[config.mk]
export PLATFORM = sky130hd
export DESIGN_NAME = alu_operand_collector_flat
export DESIGN_NICKNAME = d
export VERILOG_FILES = /design/src/rtl/alu_operand_collector_pkg.sv /design/src/rtl/alu_operand_collector_if.sv /design/src/rtl/alu_operand_collector_timer.sv /design/src/rtl/alu_operand_collector.sv /design/src/flat_wrapper.sv
export SDC_FILE = /design/constraint.sdc
export NUM_CORES = 1
export LEC_CHECK = 0
export BUFFER_PORTS_ARGS = -buffer_cell sky130_fd_sc_hd__buf_2
export CAP_MARGIN = 20
export CORE_ASPECT_RATIO = 0.5
export CORE_MARGIN = 3
export CORE_UTILIZATION = 53
export CTS_CLUSTER_DIAMETER = 200
export CTS_CLUSTER_SIZE = 12
export DETAILED_ROUTE_END_ITERATION = 8
export PLACE_DENSITY = 0.79
export SLEW_MARGIN = 20
export SYNTH_ARGS = -nofsm -noshare
export SYNTH_HDL_FRONTEND = slang
export SYNTH_SLANG_ARGS = --single-unit
export TNS_END_PERCENT = 1
[constraint.sdc]
create_clock -name clk -period 2.65 [get_ports clk]
set_clock_uncertainty 0.15 [all_clocks]
set_input_delay 0.795 -clock clk [delete_from_list [all_inputs] [get_ports clk]]
set_output_delay 0.795 -clock clk [all_outputs]
set_load 0.03 [all_outputs]
[src/rtl/alu_operand_collector_pkg.sv]
// alu_coll_pkg: shared types and helpers for the ALU operand collector.
//   coll_state_e        : collector FSM states.
//   needs_two()         : whether a (mode, cmd) pair consumes both operands.
//   DEFAULT_WAIT_CYCLES : default bound on the wait for a missing operand.
// Also provides fallback values for the shared `DATA_WIDTH / `CMD_WIDTH defines.
`ifndef DATA_WIDTH
`define DATA_WIDTH 8
`endif
`ifndef CMD_WIDTH
`define CMD_WIDTH 4
`endif

package alu_coll_pkg;

  localparam int DEFAULT_WAIT_CYCLES = 16;

  typedef enum logic [1:0] {
    IDLE,
    WAIT_SECOND,
    ISSUE
  } coll_state_e;

  // Single-operand commands form one contiguous range per mode; everything
  // else, including unknown encodings, waits for both operands.
  function automatic logic needs_two(input logic mode, input int unsigned cmd);
    logic two;
    two = 1'b1;
    if (mode) begin
      if (cmd >= 4 && cmd <= 7) two = 1'b0;
    end else begin
      if (cmd >= 6 && cmd <= 11) two = 1'b0;
    end
    return two;
  endfunction

endpackage

[src/rtl/alu_operand_collector_if.sv]
// alu_operand_collector_if: upstream beat channel into the operand collector.
//   in_valid/in_ready : valid/ready handshake, beat accepted when both high.
//   in_opa/in_opb     : operand payloads.
//   in_inp_valid      : bit0 = OPA present, bit1 = OPB present.
//   in_cmd/in_mode/in_cin : command, 1 = arithmetic / 0 = logical, carry in.
// Modports: master = beat producer, slave = collector.
`ifndef DATA_WIDTH
`define DATA_WIDTH 8
`endif
`ifndef CMD_WIDTH
`define CMD_WIDTH 4
`endif

interface alu_operand_collector_if #(
  parameter int DATA_WIDTH = `DATA_WIDTH,
  parameter int CMD_WIDTH  = `CMD_WIDTH
);
  logic                  in_valid;
  logic                  in_ready;
  logic [DATA_WIDTH-1:0] in_opa;
  logic [DATA_WIDTH-1:0] in_opb;
  logic [1:0]            in_inp_valid;
  logic [CMD_WIDTH-1:0]  in_cmd;
  logic                  in_mode;
  logic                  in_cin;

  modport master (
    output in_valid, in_opa, in_opb, in_inp_valid, in_cmd, in_mode, in_cin,
    input  in_ready
  );

  modport slave (
    input  in_valid, in_opa, in_opb, in_inp_valid, in_cmd, in_mode, in_cin,
    output in_ready
  );
endinterface

[src/rtl/alu_operand_collector_timer.sv]
// alu_coll_timer: bounded wait counter for the operand collector.
//   clk, reset : clock, asynchronous active-high reset.
//   clear      : force the count to zero (wins over enable).
//   enable     : advance the count by one per cycle.
//   expired    : count has reached WAIT_CYCLES-1.
module alu_coll_timer
  import alu_coll_pkg::*;
#(
  parameter int WAIT_CYCLES = DEFAULT_WAIT_CYCLES
) (
  input  logic clk,
  input  logic reset,
  input  logic clear,
  input  logic enable,
  output logic expired
);
  localparam int CNT_W = $clog2(WAIT_CYCLES) + 1;
  localparam logic [CNT_W-1:0] LAST = CNT_W'(WAIT_CYCLES - 1);

  logic [CNT_W-1:0] count;

  // Counter parks at LAST so a stalled enable can never wrap it around.
  always_ff @(posedge clk or posedge reset) begin
    if (reset) begin
      count <= '0;
    end else if (clear) begin
      count <= '0;
    end else if (enable && count != LAST) begin
      count <= count + CNT_W'(1);
    end
  end

  assign expired = (count == LAST);
endmodule

[src/rtl/alu_operand_collector.sv]
// alu_operand_collector: pairs split operand beats and issues complete ALU ops.
//   clk, reset    : clock, asynchronous active-high reset.
//   beat          : upstream beat channel (alu_operand_collector_if.slave).
//   OPA, OPB      : issued operands.
//   CIN, MODE     : issued carry in and mode.
//   CMD           : issued command.
//   INP_VALID     : issued operand-present flags (11 = complete pair).
//   CE            : one-cycle issue strobe.
//   timeout_err   : one-cycle pulse for a dropped beat or a partial issue.
// Optional macro ALU_COLL_STATS_EN adds saturating counters issue_cnt and
// timeout_cnt [15:0].
module alu_operand_collector
  import alu_coll_pkg::*;
#(
  parameter int DATA_WIDTH  = `DATA_WIDTH,
  parameter int CMD_WIDTH   = `CMD_WIDTH,
  parameter int WAIT_CYCLES = DEFAULT_WAIT_CYCLES
) (
  input  logic                   clk,
  input  logic                   reset,
  alu_operand_collector_if.slave beat,
  output logic [DATA_WIDTH-1:0]  OPA,
  output logic [DATA_WIDTH-1:0]  OPB,
  output logic                   CIN,
  output logic                   MODE,
  output logic [CMD_WIDTH-1:0]   CMD,
  output logic [1:0]             INP_VALID,
  output logic                   CE,
  output logic                   timeout_err
`ifdef ALU_COLL_STATS_EN
  ,
  output logic [15:0]            issue_cnt,
  output logic [15:0]            timeout_cnt
`endif
);

  coll_state_e state, next_state;

  logic                  ready_q;
  logic                  accept;
  logic                  expired;
  logic                  timer_clear;
  logic                  drop_err;

  logic [DATA_WIDTH-1:0] hold_opa, nxt_opa;
  logic [DATA_WIDTH-1:0] hold_opb, nxt_opb;
  logic [1:0]            hold_flags, nxt_flags;
  logic [CMD_WIDTH-1:0]  hold_cmd, nxt_cmd;
  logic                  hold_mode, nxt_mode;
  logic                  hold_cin, nxt_cin;
  logic                  hold_err, nxt_err;
  logic [1:0]            missing;

  // ready is registered so it stays low through reset and rises on the
  // first edge after release.
  assign beat.in_ready = ready_q;
  assign accept        = beat.in_valid && ready_q;
  assign missing       = ~hold_flags;

  alu_coll_timer #(.WAIT_CYCLES(WAIT_CYCLES)) u_timer (
    .clk     (clk),
    .reset   (reset),
    .clear   (timer_clear),
    .enable  (state == WAIT_SECOND),
    .expired (expired)
  );

  // Next-state and holding-register update. Absent operands are latched as
  // zero so a partial issue never leaks a stale value.
  always_comb begin
    next_state  = state;
    nxt_opa     = hold_opa;
    nxt_opb     = hold_opb;
    nxt_flags   = hold_flags;
    nxt_cmd     = hold_cmd;
    nxt_mode    = hold_mode;
    nxt_cin     = hold_cin;
    nxt_err     = hold_err;
    timer_clear = 1'b0;
    drop_err    = 1'b0;
    case (state)
      IDLE: begin
        if (accept) begin
          if (beat.in_inp_valid == 2'b00) begin
            drop_err = 1'b1;
          end else begin
            nxt_opa   = beat.in_inp_valid[0] ? beat.in_opa : '0;
            nxt_opb   = beat.in_inp_valid[1] ? beat.in_opb : '0;
            nxt_flags = beat.in_inp_valid;
            nxt_cmd   = beat.in_cmd;
            nxt_mode  = beat.in_mode;
            nxt_cin   = beat.in_cin;
            nxt_err   = 1'b0;
            if (needs_two(beat.in_mode, 32'(beat.in_cmd)) && beat.in_inp_valid != 2'b11) begin
              next_state  = WAIT_SECOND;
              timer_clear = 1'b1;
            end else begin
              next_state = ISSUE;
            end
          end
        end
      end
      WAIT_SECOND: begin
        // A completing beat takes priority over an expiry in the same cycle.
        if (accept && |(beat.in_inp_valid & missing)) begin
          if (missing[0]) nxt_opa = beat.in_opa;
          if (missing[1]) nxt_opb = beat.in_opb;
          nxt_flags  = 2'b11;
          next_state = ISSUE;
        end else if (expired) begin
          nxt_err    = 1'b1;
          next_state = ISSUE;
        end
      end
      ISSUE: begin
        nxt_err    = 1'b0;
        next_state = IDLE;
      end
      default: next_state = IDLE;
    endcase
  end

  // State, holding registers and the ALU-facing output registers. Outputs
  // load only while in ISSUE, so they hold the last issued op otherwise.
  always_ff @(posedge clk or posedge reset) begin
    if (reset) begin
      state       <= IDLE;
      ready_q     <= 1'b0;
      hold_opa    <= '0;
      hold_opb    <= '0;
      hold_flags  <= '0;
      hold_cmd    <= '0;
      hold_mode   <= 1'b0;
      hold_cin    <= 1'b0;
      hold_err    <= 1'b0;
      OPA         <= '0;
      OPB         <= '0;
      CIN         <= 1'b0;
      MODE        <= 1'b0;
      CMD         <= '0;
      INP_VALID   <= '0;
      CE          <= 1'b0;
      timeout_err <= 1'b0;
    end else begin
      state       <= next_state;
      ready_q     <= (next_state != ISSUE);
      hold_opa    <= nxt_opa;
      hold_opb    <= nxt_opb;
      hold_flags  <= nxt_flags;
      hold_cmd    <= nxt_cmd;
      hold_mode   <= nxt_mode;
      hold_cin    <= nxt_cin;
      hold_err    <= nxt_err;
      CE          <= (state == ISSUE);
      timeout_err <= drop_err || (state == ISSUE && hold_err);
      if (state == ISSUE) begin
        OPA       <= hold_opa;
        OPB       <= hold_opb;
        CIN       <= hold_cin;
        MODE      <= hold_mode;
        CMD       <= hold_cmd;
        INP_VALID <= hold_flags;
      end
    end
  end

`ifdef ALU_COLL_STATS_EN
  // Saturating event counters.
  always_ff @(posedge clk or posedge reset) begin
    if (reset) begin
      issue_cnt   <= '0;
      timeout_cnt <= '0;
    end else begin
      if (CE && issue_cnt != 16'hFFFF) issue_cnt <= issue_cnt + 16'd1;
      if (timeout_err && timeout_cnt != 16'hFFFF) timeout_cnt <= timeout_cnt + 16'd1;
    end
  end
`endif

endmodule
[src/flat_wrapper.sv]
// flat-port wrapper written by rule: the top's interface ports become plain ports
module alu_operand_collector_flat import alu_coll_pkg::*;
#(
  parameter int DATA_WIDTH  = `DATA_WIDTH,
  parameter int CMD_WIDTH   = `CMD_WIDTH,
  parameter int WAIT_CYCLES = DEFAULT_WAIT_CYCLES
)
  (clk, reset, OPA, OPB, CIN, MODE, CMD, INP_VALID, CE, timeout_err, beat_in_valid, beat_in_opa, beat_in_opb, beat_in_inp_valid, beat_in_cmd, beat_in_mode, beat_in_cin, beat_in_ready);
  alu_operand_collector_if #(.DATA_WIDTH(DATA_WIDTH), .CMD_WIDTH(CMD_WIDTH)) beat_i ();
  input  logic clk;
  input  logic reset;
  output logic [DATA_WIDTH-1:0] OPA;
  output logic [DATA_WIDTH-1:0] OPB;
  output logic CIN;
  output logic MODE;
  output logic [CMD_WIDTH-1:0] CMD;
  output logic [1:0] INP_VALID;
  output logic CE;
  output logic timeout_err;
  input wire logic [$bits(beat_i.in_valid)-1:0] beat_in_valid;
  input wire logic [$bits(beat_i.in_opa)-1:0] beat_in_opa;
  input wire logic [$bits(beat_i.in_opb)-1:0] beat_in_opb;
  input wire logic [$bits(beat_i.in_inp_valid)-1:0] beat_in_inp_valid;
  input wire logic [$bits(beat_i.in_cmd)-1:0] beat_in_cmd;
  input wire logic [$bits(beat_i.in_mode)-1:0] beat_in_mode;
  input wire logic [$bits(beat_i.in_cin)-1:0] beat_in_cin;
  output wire logic [$bits(beat_i.in_ready)-1:0] beat_in_ready;
  assign beat_i.in_valid = beat_in_valid;
  assign beat_i.in_opa = beat_in_opa;
  assign beat_i.in_opb = beat_in_opb;
  assign beat_i.in_inp_valid = beat_in_inp_valid;
  assign beat_i.in_cmd = beat_in_cmd;
  assign beat_i.in_mode = beat_in_mode;
  assign beat_i.in_cin = beat_in_cin;
  assign beat_in_ready = beat_i.in_ready;
  alu_operand_collector #(.DATA_WIDTH(DATA_WIDTH), .CMD_WIDTH(CMD_WIDTH), .WAIT_CYCLES(WAIT_CYCLES)) u_core (.clk(clk), .reset(reset), .beat(beat_i), .OPA(OPA), .OPB(OPB), .CIN(CIN), .MODE(MODE), .CMD(CMD), .INP_VALID(INP_VALID), .CE(CE), .timeout_err(timeout_err));
endmodule
==> results summary, run 1 <==
The flow ran to the end, and the final reports show no timing, DRC or antenna violations. Relative to the synthesized area, the layout overhead comes to 20.0%. The cell area after technology mapping is 2480 um2. The multiplexer area fraction after synthesis came out at 0.141. Setup violations remaining at the end of the flow were counted as 0. The overall die area came out at 5580 um2. The hold violation count in the final report came out at 0. The effective utilization at floorplan came out at 0.592. From left edge to right edge, the die measures 103 um. The peak clock frequency supported by timing is 470 MHz.

The TritonCTS buffer count is 9. The share of flip-flops with an asynchronous set or reset came out at 1.00. The adder and majority cell fraction of the synthesized area is 0.0101.

The pin count of the biggest net entering global routing is 24. The final period demand of the worst path is 2130 ps. The signal on the critical path passes through buf_2 -> nand2_1 -> or4_4 -> a22oi_2 -> buf_4 -> mux2i_1. Detailed routing inserted a total of 1669 vias.

The transition time at the pin with the least slew margin is 472 ps. The share of synthesized area in the top cell type comes to 0.596. The simple-gate share of the synthesized area came out at 0.106. At the later pin of the worst-skew pair, clock insertion delay measures 340 ps.

The maximum vdd drop came out at 0.000547 V. The reported max-cap violation count came out at 0. The sequential cell area fraction in the yosys report came out at 0.596. The total half-perimeter wirelength after legalization and detailed placement came out at 3.30 mm. The post-CTS setup-driven buffer insertion count is 0. The area of all placed cells without fillers came out at 2970 um2. The synthesized flop and latch total is 59. The final max-slew violation count came out at 0. The most frequently used flop master after synthesis is sky130_fd_sc_hd__dfrtp_1.

The slowest library cell on the worst path is sky130_fd_sc_hd__or4_4. STA classifies the critical path endpoint as a flop. The number of clock sinks is 59. The hold-fix buffer count after cts is 0. In the synthesized netlist, the cells that appear most often are 59 x sky130_fd_sc_hd__dfrtp_1, 32 x sky130_fd_sc_hd__nand2_1, 24 x sky130_fd_sc_hd__mux2_2. The number of antenna violations at the first check in global routing is 0.

Once detail routing completed, the nets flagged for antenna violations numbered 0. The maximum count of clock buffers along a single path came out at 2. For this run, the number of Yosys warnings is 0.

The TritonCTS clock tree is done. The critical path is of the in2reg type. In this run the cell area measured after placement is 2800 um2. The vertical extent of the die came out at 54.3 um. Yosys attributes the largest share of cell area to sky130_fd_sc_hd__dfrtp_1 60%, sky130_fd_sc_hd__mux2_2 11%, sky130_fd_sc_hd__nand2_1 4.9%.

Dividing the detail-routed wire length by the instance count gives 14.5 um. At the worst endpoint, the arrival time is 2230 ps. Port buffering added 53 buffers. The maximum net fanout on the critical path is 14.

The cell type with the highest aggregate area in the netlist is sky130_fd_sc_hd__dfrtp_1. The worst hold path belongs to the class in2async. The count of TritonRoute iterations in the first routing pass came out at 4. Final hold analysis gives a worst-case slack of 303 ps.

In the finished design, the share of the clock period the worst path needs comes to 0.803. The tree is rooted in a sky130_fd_sc_hd__clkbuf_8. After synthesis, the largest family of logic cells by area is multiplexers. The average instance area after synthesis came out at 12.6 um2.

The violation count after the first detailed-route iteration is 58. In the routed layout, each cell is associated on average with a via count of 5.23. The first global-routing pass estimated 7.67 mm of wire. Setup repair after global routing left no endpoint under its margin. The number of instances resized during post-cts repair came out at 0. Adding up every negative setup slack in the final design gives 0 ps.

The clock slew seen by the registers of the worst setup and hold paths is 70 ps. The remaining max-slew budget at the tightest pin is 0.685. The weighted congestion reported at the end of routability-driven placement came out at 0.804. The complex-gate fraction of the synthesized area is 0.0940. The number of rows created at floorplan is 16.

Global routing finished with a remaining overflow of 0. After detailed routing, the number of remaining DRC violations is 0. The number of top-level design ports came out at 54. The distinct cell type count after synthesis is 38. The post-synthesis xor/xnor area fraction is 0.0106.

The number of synthesized flops with an enable pin came out at 0. The largest stage delay on the critical path came out at 620 ps. The number of nets produced by synthesis is 226. The fraction of layout instances using a drive strength above 1 is 0.408. The H-tree depth is 3. Among all cell types in the netlist, the one instantiated most often is sky130_fd_sc_hd__dfrtp_1. The leakage power figure came out at 1.49 nW. The critical path launch point type is an input port. Power spread over the standard cell area amounts to 1190 nW/um2.

In the global route stage, overall resource usage came out at 0.192. The routed wire length came out at 4.63 mm. The area inside the core boundary is 4180 um2.

The via count of the first global-routing pass was 1666. The number of nets in the final layout is 289. The data required time of the critical path came out at 2760 ps. 0 antenna diodes ended up in the layout. The post-synthesis instance total came out at 197.
kinds of logic after synthesis:
kind of cell | Yosys count
DFF | 59
and+or+nand+nor | 56
muxes | 32
AOI/OAI and AO/OA | 26
buffers and inverters | 19
xor gates and xnor gates | 3
adders and majority gates | 2
cell usage in the layout (no fill, tap or decap), types with 3 or more instances in the layout:
cell type                    instances
sky130_fd_sc_hd__inv_1              10
sky130_fd_sc_hd__buf_4               7
sky130_fd_sc_hd__buf_2              53
sky130_fd_sc_hd__nor2b_1             3
sky130_fd_sc_hd__mux2i_1             8
sky130_fd_sc_hd__nor2_1              8
sky130_fd_sc_hd__a21oi_1             3
sky130_fd_sc_hd__a22o_1              8
sky130_fd_sc_hd__clkinvlp_4          4
sky130_fd_sc_hd__dfrtp_1            59
sky130_fd_sc_hd__nand2_1            32
sky130_fd_sc_hd__clkinv_2            3
sky130_fd_sc_hd__clkbuf_8            9
sky130_fd_sc_hd__o21ai_0             3
sky130_fd_sc_hd__mux2_2             24
metal layers:
layer	up-vias	wire (um)	GRT usage
met5	-	0	0
met4	0	111	0.124
met2	39	2010	0.284
met1	808	2260	0.246
met3	11	245	0.0662
li1	811	-	-
cell type report:
class | instances | area, um2
sequential | 59 | 1480
fill | 293 | 1210
multi-input combinational | 119 | 898
timing repair buffer | 60 | 318
clock buffer | 9 | 124
tap | 54 | 67.6
clock inverter | 7 | 45.0
inverter | 11 | 41.3
path summary, 6_finish.rpt:
path | from | to | slack [ps] | cells past startpoint
worst max-delay path | beat_in_valid | u_core.hold_opa[6]$_DFFE_PP0P_ | 520 | 6
worst min-delay path | reset | u_core.CE$_DFF_PP0_ | 300 | 2
worst max register to register | u_core.u_timer.count[0]$_DFFE_PP0P_ | u_core.u_timer.count[3]$_DFFE_PP0P_ | 600 | 8
worst min register to register | u_core.hold_cmd[0]$_DFFE_PP0P_ | u_core.hold_cmd[0]$_DFFE_PP0P_ | 330 | 2
max in group asynchronous | reset | u_core.u_timer.count[1]$_DFFE_PP0P_ | 1410 | 3
min in group clk | u_core.hold_cmd[0]$_DFFE_PP0P_ | u_core.hold_cmd[0]$_DFFE_PP0P_ | 330 | 2
flip-flops by register name, indices dropped and copies added, names as in the netlist, 2 cells and up:
| signal | flops |
|---|---|
| u_core.u_timer.count | 5 |
| u_core.CMD | 4 |
| u_core.hold_opa | 8 |
| u_core.hold_flags | 2 |
| u_core.INP_VALID | 2 |
| u_core.hold_opb | 8 |
| u_core.OPA | 8 |
| u_core.OPB | 8 |
| u_core.hold_cmd | 4 |
| u_core.state | 2 |
through the flow:
stage | power, mW | utilization | std cells | worst slack, ps
global placement | 2.83 | 0.670 | 303 | 248
global route | 3.78 | 0.710 | 319 | 392
detailed placement | 2.88 | 0.670 | 303 | 156
floorplan | 2.51 | - | 197 | 249
finish | 3.54 | 0.710 | 319 | 523
CTS | 3.58 | 0.710 | 319 | 520
where the power goes:
group	internal, mW	leakage, nW	total, mW	switching, mW
Clock	0.332	0.0770	0.692	0.360
Sequential	1.28	0.741	1.50	0.223
Combinational	0.553	0.672	1.35	0.794
Total	2.16	1.49	3.54	1.38
critical path: cells and delay by family:
kind,cells,cell delay (ps)
AO/OA/AOI/OAI,1,180
buffers and inverters,2,300
multiplexers,1,230
AND/OR/NAND/NOR,2,720
Power figures use the tool's default switching activity.
==> run 2, diff against run 1 <==
--- a/config.mk
+++ b/config.mk
@@ -9,11 +9,11 @@
 export CAP_MARGIN = 20
 export CORE_ASPECT_RATIO = 0.5
 export CORE_MARGIN = 3
-export CORE_UTILIZATION = 53
+export CORE_UTILIZATION = 48
 export CTS_CLUSTER_DIAMETER = 200
 export CTS_CLUSTER_SIZE = 12
 export DETAILED_ROUTE_END_ITERATION = 8
-export PLACE_DENSITY = 0.79
+export PLACE_DENSITY = 0.76
 export SLEW_MARGIN = 20
 export SYNTH_ARGS = -nofsm -noshare
 export SYNTH_HDL_FRONTEND = slang
==> constraint.sdc (replaced) <==
create_clock -name clk -period 1.8 [get_ports clk]
set_clock_uncertainty 0.15 [all_clocks]
set_input_delay 0.54 -clock clk [delete_from_list [all_inputs] [get_ports clk]]
set_output_delay 0.54 -clock clk [all_outputs]
set_load 0.03 [all_outputs]
==> results summary, run 2 (synthesized netlist as in run 1, its figures left out) <==
The met2 track demand over resource in global routing came out at 0.324. The worst pin sits at a relative slew slack of 0.717. The final period demand of the worst path is 1850 ps. The signal on the critical path passes through nand2_2 -> or4_4 -> buf_4 -> or2_2 -> a21oi_1. The flow ran to the end, but the final reports show violations. The hold violation count in the final report is 0. The total half-perimeter wirelength after legalization and detailed placement came out at 3.77 mm.

Broken down by cell family, the worst path's largest delay share belongs to simple AND/OR/NAND/NOR gates. The setup slack of the critical path after layout is -54.6 ps. 0 antenna diodes ended up in the layout.

The pin count of the biggest net entering global routing is 60. The areal power density over the cells is 1780 nW/um2. TritonCTS built the clock tree. The peak clock frequency supported by timing came out at 539 MHz. In the global route stage, met1 resource usage came out at 0.244. The checks that failed: negative setup slack. Together, buffers and inverters on the worst path number 1. The largest stage delay on the critical path came out at 580 ps. The setup check on the worst reg-to-reg path leaves a slack of -50 ps. The effective utilization at floorplan came out at 0.529. The violation count after the first detailed-route iteration is 65. The path class of the tightest hold or removal check is in2async.

The post-route total power is 5.81 mW. The die width came out at 108 um. The final routed wire length divided by cell count is 15.6 um.

In this run the tool buffered the top-level ports with 53 buffer cells. On the critical path, the stage with the largest delay is an instance of sky130_fd_sc_hd__or4_4. The TritonCTS buffer count is 9. The floorplan step defined a die boundary enclosing 6110 um2.

Clock tree synthesis selected as its root buffer the cell sky130_fd_sc_hd__clkbuf_8. The weighted congestion reported at the end of routability-driven placement came out at 0.778. The routed wire length came out at 5.47 mm. In the final layout, the share of cells above drive strength 1 is 0.474. The reported max-cap violation count is 0. The number of rows created at floorplan came out at 17. The number of top-level design ports came out at 54. The leakage power figure came out at 1.63 nW.

The H-tree depth came out at 3. The worst register-to-register path begins at u_core.beat.in_ready$_DFF_PP0_. The count of TritonRoute iterations in the first routing pass is 4. Summing all flip-flop and latch instances after layout gives 1480 um2. For the pin with the worst max-slew slack, the measured transition is 420 ps.

The number of clock sinks is 59. The maximum vdd drop is 0.00105 V. The via count of the first global-routing pass is 1955. In the global route stage, overall resource usage came out at 0.202.

Measured along the y axis, the die boundary spans 56.8 um. The setup violation total in the final timing report is 17. The maximum count of clock buffers along a single path came out at 2. The via density per instance came out at 5.06. In this run the worst setup path begins at u_core.beat.in_ready$_DFF_PP0_. Once detail routing completed, the nets flagged for antenna violations numbered 0. The worst setup path is captured at a flop. The signed area change from the synthesized netlist to the final layout is 31.9%.

The global-route met3 utilization is 0.0758. The core region is 4680 um2. STA classifies the critical path startpoint as a flop.

Leaving out fill and tap cells, the most frequent cell in the layout is sky130_fd_sc_hd__dfrtp_1. The layer flagged by global routing as most heavily used is met2. In the layout the commonest cells are 59 x sky130_fd_sc_hd__dfrtp_1, 53 x sky130_fd_sc_hd__buf_2, 31 x sky130_fd_sc_hd__nand2_1, 24 x sky130_fd_sc_hd__mux2_2, 23 x sky130_fd_sc_hd__buf_4.

The clock slew seen by the registers of the worst setup and hold paths is 60 ps. The setup path with the least slack is of type reg2reg. Summing over every cut layer, the via total after detailed routing is 1777.

The maximum net fanout on the critical path is 6. The clock latency at the later pin of the worst-skew pair came out at 330 ps. The critical path data arrival time came out at 1960 ps. The remaining global-route overflow came out at 0. Dividing the final minimum period by the clock period gives 1.03. The DRC violation count after routing came out at 0. The data required time of the critical path is 1910 ps. The first global-routing pass estimated 9.41 mm of wire. The total area of multi-input combinational cells is 935 um2. The number of antenna violations at the first check in global routing is 0. The number of nets in the final layout is 309. The final max-slew violation count came out at 0. Final hold analysis gives a worst-case slack of 133 ps.

Setup repair after global routing could not meet its margin everywhere. The filler cell count in the final layout came out at 332.
[run 2: report_power, final]
part / total, mW / switching [mW] / leakage, nW / internal (mW)
clock: 1.36 / 0.504 / 0.113 / 0.853
combinational: 2.26 / 1.28 / 0.773 / 0.981
sequential: 2.20 / 0.313 / 0.741 / 1.88
[run 2: layer usage]
metal	vias to the layer above	routed length, um
li1	847	-
met1	864	2400
met5	-	0
met4	0	112
met3	11	284
met2	55	2680
[run 2: final timing paths]
check                                                  to  cells after the start
hold / removal                  u_core.OPA[0]$_DFFE_PP0P_                      3
setup / recovery                u_core.state[0]$_DFF_PP0_                      5
max in group asynchronous  u_core.hold_opa[3]$_DFFE_PP0P_                      3
min in group clk           u_core.hold_cmd[0]$_DFFE_PP0P_                      3
setup reg to reg                u_core.state[0]$_DFF_PP0_                      5
hold reg to reg            u_core.hold_cmd[1]$_DFFE_PP0P_                      2
[run 2: layout make-up]
type,instances,share of cell area
Tap cell,66,0.0253
Inverter,11,0.0138
Clock buffer,12,0.0475
Sequential cell,59,0.452
Clock inverter,4,0.0222
Multi-Input combinational cell,119,0.286
Timing Repair Buffer,80,0.153
[run 2: stage by stage]
stage | setup TNS [ps] | utilization | worst slack, ps | cell area, um2 | cells
5_1_grt | -1830 | 0.698 | -121 | 3270 | 351
3_3_place_gp | -4670 | 0.639 | -215 | 2990 | 334
4_1_cts | -115 | 0.696 | -38.1 | 3260 | 351
2_1_floorplan | -5020 | - | -319 | 2480 | 197
6_report | -386 | 0.698 | -54.6 | 3270 | 351
3_5_place_dp | -5510 | 0.639 | -274 | 2990 | 334
[run 2: worst register-to-register path: cells and delay by family (launching register included)]
kind / cells / cell delay (ps)
DFF: 1 / 390
AOI/OAI and AO/OA: 1 / 130
buffers and inverters: 1 / 170
and+or+nand+nor: 3 / 930
[run 2: timing repair]
item	CTS	global route
pin swaps	12	3
hold buffers	0	0
setup buffers	1	0
resized for setup	7	4
endpoints found under the setup margin	22	24
